===== src/rtl/muldiv_pkg.sv =====
// Shared definitions for the RV32M multiply/divide sequencer: funct3 encodings, funct7 tag
// and the controller state type.
package muldiv_pkg;

  localparam logic [2:0] F3_MUL    = 3'b000;
  localparam logic [2:0] F3_MULH   = 3'b001;
  localparam logic [2:0] F3_MULHSU = 3'b010;
  localparam logic [2:0] F3_MULHU  = 3'b011;
  localparam logic [2:0] F3_DIV    = 3'b100;
  localparam logic [2:0] F3_DIVU   = 3'b101;
  localparam logic [2:0] F3_REM    = 3'b110;
  localparam logic [2:0] F3_REMU   = 3'b111;

  localparam logic [6:0] FUNCT7_MULDIV = 7'b0000001;

  typedef enum logic [1:0] {
    StIdle,
    StCalc,
    StFix,
    StDone
  } muldiv_state_t;

endpackage


===== src/rtl/muldiv_step.sv =====
// One iteration of the shared multiply/divide datapath: radix-2 shift-add for multiply,
// restoring subtract for divide. Accumulator is {hi, lo}.
module muldiv_step #(
  parameter int unsigned XLEN = 32
) (
  input  logic              is_div,
  input  logic [2*XLEN-1:0] acc_in,
  input  logic [XLEN-1:0]   operand,
  output logic [2*XLEN-1:0] acc_out
);

  logic [XLEN-1:0] hi;
  logic [XLEN-1:0] lo;
  logic [XLEN:0]   sum;
  logic [XLEN:0]   shifted;
  logic [XLEN:0]   diff;

  always_comb begin
    hi      = acc_in[2*XLEN-1:XLEN];
    lo      = acc_in[XLEN-1:0];
    // Multiply: lo holds the remaining multiplier bits, product shifts in from the top.
    sum     = {1'b0, hi} + (lo[0] ? {1'b0, operand} : {(XLEN+1){1'b0}});
    // Divide: hi is the partial remainder, lo shifts dividend bits out and quotient bits in.
    shifted = {hi, lo[XLEN-1]};
    diff    = shifted - {1'b0, operand};
    if (is_div) begin
      if (diff[XLEN]) begin
        acc_out = {shifted[XLEN-1:0], lo[XLEN-2:0], 1'b0};
      end else begin
        acc_out = {diff[XLEN-1:0], lo[XLEN-2:0], 1'b1};
      end
    end else begin
      acc_out = {sum, lo[XLEN-1:1]};
    end
  end

endmodule


===== src/rtl/muldiv_sequencer.sv =====
// Iterative RV32M execute-stage unit: stalls the pipeline for XLEN iterations plus a sign-fix
// cycle, then presents the result for one cycle. Divide-by-zero and signed overflow bypass.
module muldiv_sequencer
  import muldiv_pkg::*;
#(
  parameter int unsigned XLEN = 32
) (
  input  logic            clk,
  input  logic            reset,
  input  logic            in_valid,
  input  logic [2:0]      in_funct3,
  input  logic [XLEN-1:0] in_operand1,
  input  logic [XLEN-1:0] in_operand2,
  input  logic            in_kill,
  output logic            out_stall,
  output logic            out_busy,
  output logic            out_done,
  output logic [XLEN-1:0] out_result
);

  localparam int unsigned CntW = $clog2(XLEN);

  muldiv_state_t     state_q, state_d;
  logic [CntW-1:0]   cnt_q, cnt_d;
  logic [2:0]        f3_q, f3_d;
  logic [2*XLEN-1:0] acc_q, acc_d;
  logic [XLEN-1:0]   opb_q, opb_d;
  logic              neg_q, neg_d;
  logic [XLEN-1:0]   res_q, res_d;

  logic [2*XLEN-1:0] step_acc;
  logic              op1_signed, op2_signed, a_neg, b_neg, in_is_div;
  logic              div_zero, div_ovf;
  logic [XLEN-1:0]   mag_a, mag_b;
  logic [2*XLEN-1:0] prod_fixed;
  logic [XLEN-1:0]   div_sel, div_fixed, fix_value;

  muldiv_step #(
    .XLEN(XLEN)
  ) u_step (
    .is_div  (f3_q[2]),
    .acc_in  (acc_q),
    .operand (opb_q),
    .acc_out (step_acc)
  );

  always_comb begin
    op1_signed = (in_funct3 == F3_MULH) || (in_funct3 == F3_MULHSU) ||
                 (in_funct3 == F3_DIV)  || (in_funct3 == F3_REM);
    op2_signed = (in_funct3 == F3_MULH) || (in_funct3 == F3_DIV) || (in_funct3 == F3_REM);
    a_neg      = op1_signed & in_operand1[XLEN-1];
    b_neg      = op2_signed & in_operand2[XLEN-1];
    mag_a      = a_neg ? -in_operand1 : in_operand1;
    mag_b      = b_neg ? -in_operand2 : in_operand2;
    in_is_div  = in_funct3[2];
    div_zero   = in_is_div && (in_operand2 == '0);
    div_ovf    = in_is_div && !in_funct3[0] &&
                 (in_operand1 == {1'b1, {(XLEN-1){1'b0}}}) && (in_operand2 == '1);

    prod_fixed = neg_q ? -acc_q : acc_q;
    div_sel    = f3_q[1] ? acc_q[2*XLEN-1:XLEN] : acc_q[XLEN-1:0];
    div_fixed  = neg_q ? -div_sel : div_sel;
    if (f3_q[2]) begin
      fix_value = div_fixed;
    end else if (f3_q == F3_MUL) begin
      fix_value = prod_fixed[XLEN-1:0];
    end else begin
      fix_value = prod_fixed[2*XLEN-1:XLEN];
    end
  end

  always_comb begin
    state_d = state_q;
    cnt_d   = cnt_q;
    f3_d    = f3_q;
    acc_d   = acc_q;
    opb_d   = opb_q;
    neg_d   = neg_q;
    res_d   = res_q;
    unique case (state_q)
      StIdle: begin
        if (in_valid && !in_kill) begin
          f3_d  = in_funct3;
          // Remainder takes the dividend's sign; everything else the XOR of operand signs.
          neg_d = (in_is_div && in_funct3[1]) ? a_neg : (a_neg ^ b_neg);
          acc_d = {{XLEN{1'b0}}, mag_a};
          opb_d = mag_b;
          cnt_d = '0;
          if (div_zero) begin
            res_d   = in_funct3[1] ? in_operand1 : '1;
            state_d = StDone;
          end else if (div_ovf) begin
            res_d   = in_funct3[1] ? '0 : in_operand1;
            state_d = StDone;
          end else begin
            state_d = StCalc;
          end
        end
      end
      StCalc: begin
        if (in_kill) begin
          state_d = StIdle;
        end else begin
          acc_d = step_acc;
          cnt_d = cnt_q + 1'b1;
          if (cnt_q == CntW'(XLEN - 1)) state_d = StFix;
        end
      end
      StFix: begin
        if (in_kill) begin
          state_d = StIdle;
        end else begin
          res_d   = fix_value;
          state_d = StDone;
        end
      end
      StDone: state_d = StIdle;
      default: state_d = StIdle;
    endcase
  end

  always_ff @(posedge clk or posedge reset) begin
    if (reset) begin
      state_q <= StIdle;
      cnt_q   <= '0;
      f3_q    <= '0;
      acc_q   <= '0;
      opb_q   <= '0;
      neg_q   <= 1'b0;
      res_q   <= '0;
    end else begin
      state_q <= state_d;
      cnt_q   <= cnt_d;
      f3_q    <= f3_d;
      acc_q   <= acc_d;
      opb_q   <= opb_d;
      neg_q   <= neg_d;
      res_q   <= res_d;
    end
  end

  // Stall is combinational in IDLE so the issuing instruction is held in EX on its first cycle.
  assign out_stall  = !reset && (((state_q == StIdle) && in_valid) ||
                                 (state_q == StCalc) || (state_q == StFix));
  assign out_busy   = (state_q != StIdle);
  assign out_done   = (state_q == StDone) && !in_kill;
  assign out_result = res_q;

endmodule


===== config.mk =====
export PLATFORM = sky130hd
export DESIGN_NAME = muldiv_sequencer
export DESIGN_NICKNAME = d
export VERILOG_FILES = /design/src/rtl/muldiv_pkg.sv /design/src/rtl/muldiv_step.sv /design/src/rtl/muldiv_sequencer.sv
export SDC_FILE = /design/constraint.sdc
export NUM_CORES = 1
export LEC_CHECK = 0
export ABC_CLOCK_PERIOD_IN_PS = 12300
export CORE_MARGIN = 3
export CORE_UTILIZATION = 44
export DETAILED_ROUTE_END_ITERATION = 12
export SETUP_SLACK_MARGIN = 0.05
export SLEW_MARGIN = 20
export SYNTH_ARGS = -nofsm -noshare
export SYNTH_HDL_FRONTEND = slang
export SYNTH_HIERARCHICAL = 1
export SYNTH_SLANG_ARGS = --single-unit

===== constraint.sdc =====
create_clock -name clk -period 12.3 [get_ports clk]
set_input_delay 3.075 -clock clk [delete_from_list [all_inputs] [get_ports clk]]
set_output_delay 3.075 -clock clk [all_outputs]
set_load 0.005 [all_outputs]

==> reports/summary.txt <==
asr flop ratio synth -> 100%
outcome -> finished clean
Vias per Instance -> 6.30
clock-pin slew on the worst setup and hold paths -> 0.06 ns
CP top delay family -> buffers and inverters
Overall Global Routing Usage -> 29.9%
Ys Warns -> 6
CP Class -> in2out
final setup fails -> 0
final slew viol count -> 0
initial antenna violation count -> 2
Critical Path Start Type -> input port
placer congestion estimate -> 0.956
via count -> 16700
Core Rows -> 69
LEAKAGE -> 0.00732 uW
port bufs -> 105
CP Cell Sequence -> clkdlybuf4s50_1, nor3_1, clkdlybuf4s50_1
Bufs and invs on worst path -> 2
Residual DRC -> 0
post-synthesis sequential element count -> 139
ANT nets after route -> 0
Finished Layout Cells -> 2647
critical path capture point type -> output pin
Worst VDD drop -> 0.000126 V
Final min period -> 7.57 ns
first-pass GRT wire length -> 91500 um
Max-Cap Viols -> 0
Syn Nets -> 2330
unrepaired setup endpoints after global routing -> no
Setup Skew -> 0.0116 ns
type of the worst min-delay path -> reg2reg
CP required -> 9.22 ns
dpl ws -> 4.74 ns
clk buf depth -> 2
Resized Gates After CTS -> 0
worst setup margin -> 4.73 ns
Distinct cells, synth -> 91
Synth Cell Area -> 16100 um2
crit-path max cell delay -> 0.61 ns
Post-CTS Setup Inserts -> 0
synth top area cells -> dfrtp_1, nand2_1, ha_1
total gr overflow -> 0
first-pass detailed-route iteration total -> 6
Starting DRT DRC Count -> 1772
vias in the first global route -> 15600
Final Hold Viols -> 0
leading area contributor after synthesis -> dfrtp_1
number of enable flip-flop cells after synthesis -> 0
die area -> 39000 um2
root buf cell -> clkbuf_16
Max Freq -> 132 MHz
Die Wd -> 197 um
CTS tree -> done
most frequent cells in the layout -> nand2_1, o21ai_0, a21oi_1, nor2_1, dfrtp_1
hpwl dp -> 43400 um
Worst path most repeated cell -> clkdlybuf4s50_1
CTS H-tree depth -> 4
worst-margin pin slew -> 1.10 ns
post-placement cell count -> 2614
I/O pins -> 106
CTS Buf Count -> 17
Fillers -> 3581
Post-Syn Instances -> 2186
Setup TNS -> 0 ns
pwr dens -> 203 nW/um2
largest net degree at the start of global routing -> 83
CTS sink count -> 139
ratio of cells with drive above 1 in the final layout -> 6.59%
Rel. slew slack -> 26.4%
most common cell after layout, fill and taps aside -> nand2_1
drt total wl -> 59300 um
WP data arrival -> 4.50 ns
Area Overhead vs Synth -> 11.9%
Clk Latency, worst-skew pair -> 0.46 ns
Post-Syn Area per Cell -> 7.37 um2
nets -> 2317
core area -> 35800 um2
hold_buf cts -> 0
worst-path maximum fanout -> 8
post-synth top area share -> 21.6%
period utilization -> 61.6%
Starting Density -> 45.0%
Fin Hold WS -> 0.479 ns
number of diodes -> 0
Primary FF master, synth -> dfrtp_1
sequential share of the synthesized area -> 21.6%
Avg WL per Cell -> 22.4 um
Die Y -> 197 um
Worst path slowest cell -> clkdlybuf4s50_1
cell usage after synthesis (5+ instances only):
master and number:
a211oi_1 20, a21o_1 25, nor3b_1 7, a31oi_1 46, a21boi_0 5, nor4_1 42
clkbuf_1 136, o21a_1 10, maj3_1 23, o41ai_1 20, nand2b_1 13, o211ai_1 25
nand3_1 83, a22oi_1 8, o21bai_1 8, nand2_1 298, inv_1 64, or2_2 9
or4_1 20, mux2_2 37, o31ai_1 38, a221oi_1 8, buf_2 11, or3_1 17
and3_1 18, nor3_1 63, a21oi_1 153, xnor2_1 98, xor2_1 83, dfrtp_1 139
nor2b_1 13, nor2_1 154, buf_1 11, a311oi_1 6, nand4_1 24, o21ai_0 161
and4_1 5, and2_1 42, clkbuf_2 5, mux2i_1 64, ha_1 71, o22ai_1 12
through the flow:
stage | util [%] | area, um2 | power [uW]
6_report | 50.3 | 18000 | 3660
3_5_place_dp | 48.4 | 17300 | 3010
3_3_place_gp | 48.4 | 17300 | 2990
2_1_floorplan | - | 16100 | 2350
4_1_cts | 50.3 | 18000 | 3610
5_1_grt | 50.3 | 18000 | 3920
cells by family (layout without fill, tap and decap cells):
family / Yosys count / count (layout) / share of synthesized area [%]
flops: 139 / 139 / 21.6
mux: 101 / 101 / 6.56
compound gates: 606 / 606 / 24.2
simple gates: 827 / 827 / 24.6
xor+xnor: 183 / 183 / 10.1
buf+inv: 234 / 234 / 5.76
fa+ha+maj: 96 / 96 / 7.19
per-layer routing:
layer  share of wire (%)  track usage [%]  vias up
li1                    -                -     7910
met1                  45             42.2     8006
met2                  45             46.7      667
met3                 7.1             5.10       91
met4                 2.5             9.08        0
met5                   0                0        -
registers in the layout, summed over array words and instances, names as in the netlist:
signal and flops:
acc_q 64, cnt_q 5, f3_q 3, neg_q 1
opb_q 32, out_result 32, state_q 2
final timing paths:
kind | cells after the start | from | to | slack, ns
max | 3 | in_kill | out_done | 4.73
min | 2 | cnt_q[4]$_DFFE_PP0P_ | cnt_q[4]$_DFFE_PP0P_ | 0.48
max reg2reg | 15 | acc_q[31]$_DFFE_PP0P_ | acc_q[32]$_DFFE_PP0P_ | 8.17
min reg2reg | 2 | cnt_q[4]$_DFFE_PP0P_ | cnt_q[4]$_DFFE_PP0P_ | 0.48
max in group asynchronous | 3 | reset | f3_q[2]$_DFFE_PP0P_ | 7.71
min in group asynchronous | 2 | reset | out_result[26]$_DFFE_PP0P_ | 3.10
cell type report:
type	instances	area, um2	area share (%)
inverter	66	253	1.40
clock inverter	14	220	1.22
clock buffer	18	439	2.44
tap	461	577	3.20
multi-input combinational	1813	11800	65.2
sequential	139	3480	19.3
timing repair buffer	136	1300	7.23
power breakdown:
group          internal [uW]  switching, uW  leakage (uW)
Clock                    365            227      0.000308
Sequential               596            315       0.00177
Combinational            897           1260       0.00524
worst register-to-register path, stage by stage (launching register included):
cell	delay, ns
dfrtp_1	0.62
inv_1	0.15
ha_1	0.26
fa_1	0.38
nand2b_1	0.20
a21oi_1	0.27
o21ai_1	0.20
o21ai_2	0.35
a31oi_4	0.18
a21oi_4	0.25
xor2_4	0.40
buf_16	0.23
mux2i_1	0.26
mux2_2	0.17
nand3_1	0.06
nand2_1	0.09
No activity file was read; power rests on OpenSTA's default activity.
